`config.mk`:
```
export PLATFORM = sky130hd
export DESIGN_NAME = daq_frame_gen
export DESIGN_NICKNAME = d
export VERILOG_FILES = /design/src/rtl/daq_frame_gen.sv
export SDC_FILE = /design/constraint.sdc
export NUM_CORES = 1
export LEC_CHECK = 0
export BUFFER_PORTS_ARGS = -buffer_cell sky130_fd_sc_hd__buf_4
export CAP_MARGIN = 20
export CELL_PAD_IN_SITES_DETAIL_PLACEMENT = 1
export CELL_PAD_IN_SITES_GLOBAL_PLACEMENT = 1
export CORE_ASPECT_RATIO = 0.7
export CORE_MARGIN = 2
export CORE_UTILIZATION = 35
export CTS_CLUSTER_SIZE = 14
export DETAILED_ROUTE_END_ITERATION = 8
export PLACE_DENSITY = 0.74
export SYNTH_ARGS = -nofsm -noshare
export SYNTH_HDL_FRONTEND = slang
export SYNTH_SLANG_ARGS = --single-unit
```
`constraint.sdc`:
```
create_clock -name bus_clk -period 2.6 [get_ports bus_clk]
set_input_delay 0.13 -clock bus_clk [delete_from_list [all_inputs] [get_ports bus_clk]]
set_output_delay 0.13 -clock bus_clk [all_outputs]
set_load 0.01 [all_outputs]
```
`src/rtl/daq_frame_gen.sv`:
```
// daq_frame_gen: paced head/payload/tail frame writer for the capture FIFO, command-byte controlled.
// Optional DAQ_FRAME_SEQ_EN puts the frame sequence number in the low half of the tail word.
module daq_frame_gen #(
  parameter int unsigned PAYLOAD_WORDS = 24,
  parameter logic [31:0] HEAD_WORD     = 32'hAAAAAAAA,
  parameter logic [31:0] TAIL_WORD     = 32'hF0F0F0F0,
  parameter int unsigned PACE_LOG2     = 1,
  parameter logic [7:0]  CMD_START     = 8'hFF,
  parameter logic [7:0]  CMD_RESET     = 8'hC0,
  parameter logic [7:0]  CMD_CLOSE     = 8'hC7
) (
  input  logic        bus_clk,
  input  logic        reset_n,
  input  logic [7:0]  cfg_cmd,
  input  logic        stream_open,
  input  logic        fifo_full,
  output logic        fifo_wr_en,
  output logic [31:0] fifo_din,
  output logic        running,
  output logic [15:0] frame_count,
  output logic        stalled,
  output logic        led_active
);
  localparam int unsigned PW = PACE_LOG2 > 0 ? PACE_LOG2 : 1;
  typedef enum logic [1:0] {IDLE, HEAD, PAYLOAD, TAIL} state_t;
  state_t state, state_n;
  logic [7:0] k, k_n, cmd_prev;
  logic [PW-1:0] pace;
  logic stop_pending, sp_n, stalled_n, pace_ok, fire_reset, fire_close, fire_start, abort, last;
  logic [15:0] fc_n;
  logic [31:0] tail_word;
  assign pace_ok    = (PACE_LOG2 == 0) || (pace == '0);
  assign fire_reset = cfg_cmd != cmd_prev && cfg_cmd == CMD_RESET;
  assign fire_close = cfg_cmd != cmd_prev && cfg_cmd == CMD_CLOSE;
  assign fire_start = cfg_cmd != cmd_prev && cfg_cmd == CMD_START;
  assign abort      = fire_reset || !stream_open;
  assign running    = state != IDLE;
  assign fifo_wr_en = running && pace_ok && !fifo_full;
  assign last       = k == 8'(PAYLOAD_WORDS - 1);
`ifdef DAQ_FRAME_SEQ_EN
  assign tail_word  = {TAIL_WORD[31:16], frame_count};
`else
  assign tail_word  = TAIL_WORD;
`endif
  // payload halves are 2k+1 and 2k+2
  assign fifo_din = state == HEAD    ? HEAD_WORD :
                    state == PAYLOAD ? {{7'd0, k, 1'b1}, {7'd0, k, 1'b0} + 16'd2} :
                    state == TAIL    ? tail_word : 32'h0;
  always_comb begin
    state_n   = state;
    k_n       = k;
    sp_n      = stop_pending | (fire_close && running);
    fc_n      = fire_reset ? 16'h0 : frame_count + 16'(fifo_wr_en && state == TAIL);
    stalled_n = !abort && (stalled || (running && pace_ok && fifo_full));
    if (fire_start && state == IDLE) state_n = HEAD;
    if (fifo_wr_en)
      case (state)
        HEAD: begin
          state_n = PAYLOAD;
          k_n     = '0;
        end
        PAYLOAD: begin
          state_n = last ? TAIL : PAYLOAD;
          k_n     = k + 8'(!last);
        end
        TAIL: begin
          state_n = sp_n ? IDLE : HEAD;
          sp_n    = 1'b0;
        end
        default: ;
      endcase
    if (abort) begin
      state_n = IDLE;
      k_n     = '0;
      sp_n    = 1'b0;
    end
  end
  always_ff @(posedge bus_clk or negedge reset_n)
    if (!reset_n) begin
      state        <= IDLE;
      k            <= '0;
      pace         <= '0;
      cmd_prev     <= 8'h00;
      stop_pending <= 1'b0;
      frame_count  <= '0;
      stalled      <= 1'b0;
      led_active   <= 1'b0;
    end else begin
      state        <= state_n;
      k            <= k_n;
      pace         <= pace + PW'(PACE_LOG2 != 0);
      cmd_prev     <= cfg_cmd;
      stop_pending <= sp_n;
      frame_count  <= fc_n;
      stalled      <= stalled_n;
      led_active   <= fifo_wr_en;
    end
endmodule

```
==> reports/qor.yml <==
wl_met2_um: 2855
fin_crit_ns: 2.489
via_per_inst: 5.138
cp-start-kind: "flip-flop"
period_share_pct: 95.73
wl_met3_um: 267
drtIter0Drc: 96
vias: 2050
fin_nets: 343
drc_errors: 0
max_freq_mhz: 401.8
fp.coreArea_um2: 6246
reg2reg_from: "state[0]"
crit_path_end: "frame_count[10]"
htreeDepth: 2
hold_violations: 0
grt_pass1_wl_um: 10360
synthSimpleGateAreaFrac_pct: 21.99
synth_edf_count: 0
drt-met1-wl_um: 3193
top_layer: "met4"
synth_compound_area_share_pct: 11.55
drv_slew: 0
layout-drive-gt1-share_pct: 29.91
max_cap_violations: 0
area.sequential_um2: 950.9
power_density_nw_per_um2: 367.2
reg2reg_to: "frame_count[10]"
reg2reg_setup_slack_ns: 0.11
area_growth_pct: 33.37
place_inst: 380
yosysWarnings: 0
reg2reg_depth: 10
grt_pass1_vias: 2034
syn_avg_cell_area_um2: 9.059
detail-route-antenna-nets: 0
synthAdderAreaFrac_pct: 6.077
syn-cell-area_um2: 2265
synth_top_family_by_area: "simple AND/OR/NAND/NOR gates"
antenna_cells: 0
clock_path_buffers: 2
ys_seq_elements: 38
gr-total-overflow: 0
setup_tns_ns: 0
whs_ns: 0.1562
clock_sinks: 38
critPathRequiredTime_ns: 2.83
synth-xor-area-share_pct: 9.669
netlist_instances: 250
fin_cells: 399
async_flop_share_pct: 100.0
ys_types: 44
die_h_um: 71.30
multi_input_area_um2: 1194
min_path_type: "in -> reg"
track_usage_pct: 18.59
grt_max_degree: 39
wire_per_inst_um: 16.03
die_x_um: 100.1
clk_latency_ns: 0.30
path_max_fanout: 4
dieArea_um2: 7140
rows: 24
boundaryPins: 64
path_clk_slew_ns: 0.08
cts_buffers: 5
fillers: 742
peakVddDrop_v: 0.0002005
status: "finished clean"
gp_congestion: 0.7791
worstSetupStartpoint: "state[0]"
fin_skew_ns: 0.004234
synth_ff_type: "dfrtp_1"
setup_viol: 0
root_buffer: "clkbuf_8"
start_util_pct: 36.26
antenna_found_initial: 0
routed_wl_um: 6394
muxShareOfSynthArea_pct: 0.9945
worst_slew_pin_slew_ns: 0.6135
p_leak_nw: 1.490
relSlewSlack_pct: 58.83
first_pass_iters: 4
numPortBuffers: 60
synth-seq-area-share_pct: 41.99
crit_type: "reg -> reg"
dp_hpwl_um: 4551
cts_tree: "done"
crit_arrival_ns: 2.71
critPathCaptureType: "flip-flop"
==> layout by cell type (no fill, tap or decap), drive strengths merged, types with 2 or more instances in the layout <==
master,instances
a21o,6
a21oi,10
a22oi,4
a31oi,2
a32oi,2
and2,3
and3,3
buf,75
clkbuf,7
conb,3
dfrtp,38
dlygate4sd3,9
ha,11
inv,9
mux2,2
nand2,16
nand3,16
nand4,5
nor2,33
nor2b,3
nor3,9
nor4,3
o21ai,6
or2,5
or3,4
xnor2,17
xor2,8
==> what timing repair did <==
item / 4_1_cts / 5_1_grt
gates resized for setup: 0 / 5
hold buffers: 9 / 0
endpoints found under the hold margin: 46 / 0
buffers inserted: 0 / 2
setup endpoints to repair: 0 / 3
==> layer usage <==
metal | up-vias | GRT usage [%]
li1 | 975 | -
met1 | 1021 | 28.69
met2 | 47 | 26.32
met3 | 7 | 3.512
met4 | 0 | 5.479
met5 | - | 0
==> flip-flops by register name, summed over array words and instances (netlist names) <==
| signal | flops |
|---|---|
| frame_count | 16 |
| cmd_prev | 8 |
| k | 8 |
| state | 2 |
| led_active | 1 |
| pace | 1 |
| stalled | 1 |
| stop_pending | 1 |
==> cell families (layout without fill, tap and decap cells) <==
logic type      after synthesis  after routing
compound gates               39             39
xor+xnor                     25             25
flops                        38             38
buf+inv                      32            101
mux                           2              2
other cells                   1              3
simple gates                102            102
fa+ha+maj                    11             11
==> worst min path at each step <==
stage,cells past startpoint,endpoint,from
finish,3,stalled,fifo_full
global route,3,stalled,fifo_full
CTS,3,stalled,fifo_full
detailed placement,1,frame_count[7],reset_n
global placement,1,frame_count[7],reset_n
floorplan,0,cmd_prev[0],reset_n
==> through the flow <==
stage          util (%)  total power [mW]  cell area [um2]  worst slack (ns)
6_report          48.36             1.109             3020            0.1110
5_1_grt           48.36             1.156             3020          -0.01618
3_3_place_gp      44.63            0.6760             2788            0.1679
3_5_place_dp      44.63            0.6776             2788           0.05780
2_1_floorplan         -            0.6411             2280          0.006976
4_1_cts           47.54             1.119             2969          0.004354
==> layout make-up <==
class / instances / share of cell area (%)
well taps: 78 / 3.231
clock inverters: 1 / 0.1657
flip-flops and latches: 38 / 31.48
repair buffers: 84 / 21.62
inverters: 9 / 1.118
multi-input cells: 182 / 39.52
clock buffers: 7 / 2.858
==> power by group <==
| group | leakage (nW) | switching, mW | internal (mW) | total (mW) |
|---|---|---|---|---|
| clock | 0.0482 | 0.218 | 0.214 | 0.432 |
| combinational | 0.936 | 0.0391 | 0.0350 | 0.0742 |
| sequential | 0.506 | 0.00445 | 0.598 | 0.603 |
| total | 1.49 | 0.262 | 0.848 | 1.11 |
==> synth_stat cells, drive strengths merged, types with 2 or more instances <==
| cell | instances | area, um2 |
|---|---|---|
| a21o | 6 | 45.04 |
| a21oi | 10 | 50.05 |
| a22oi | 4 | 30.03 |
| a31oi | 2 | 12.51 |
| a32oi | 2 | 17.52 |
| and2 | 3 | 18.77 |
| and3 | 3 | 20.02 |
| buf | 16 | 110.1 |
| clkbuf | 7 | 27.52 |
| dfrtp | 38 | 950.9 |
| ha | 11 | 137.6 |
| inv | 9 | 33.78 |
| mux2 | 2 | 22.52 |
| nand2 | 16 | 60.06 |
| nand3 | 16 | 85.08 |
| nand4 | 5 | 31.28 |
| nor2 | 33 | 123.9 |
| nor2b | 3 | 18.77 |
| nor3 | 9 | 45.04 |
| nor4 | 3 | 18.77 |
| o21ai | 6 | 30.02 |
| or2 | 5 | 31.28 |
| or3 | 4 | 30.03 |
| xnor2 | 17 | 148.9 |
| xor2 | 8 | 70.07 |
==> worst max-delay path, stage by stage (launching register included) <==
cell and delay [ns]:
dfrtp_1 0.35, inv_1 0.09, ha_1 0.24, or3_4 0.36, nor2_4 0.15, ha_4 0.16, ha_4 0.14, nand2_1 0.07
or3_4 0.35, or3_1 0.35, a21oi_1 0.14
No activity file was read; power rests on OpenSTA's default activity.
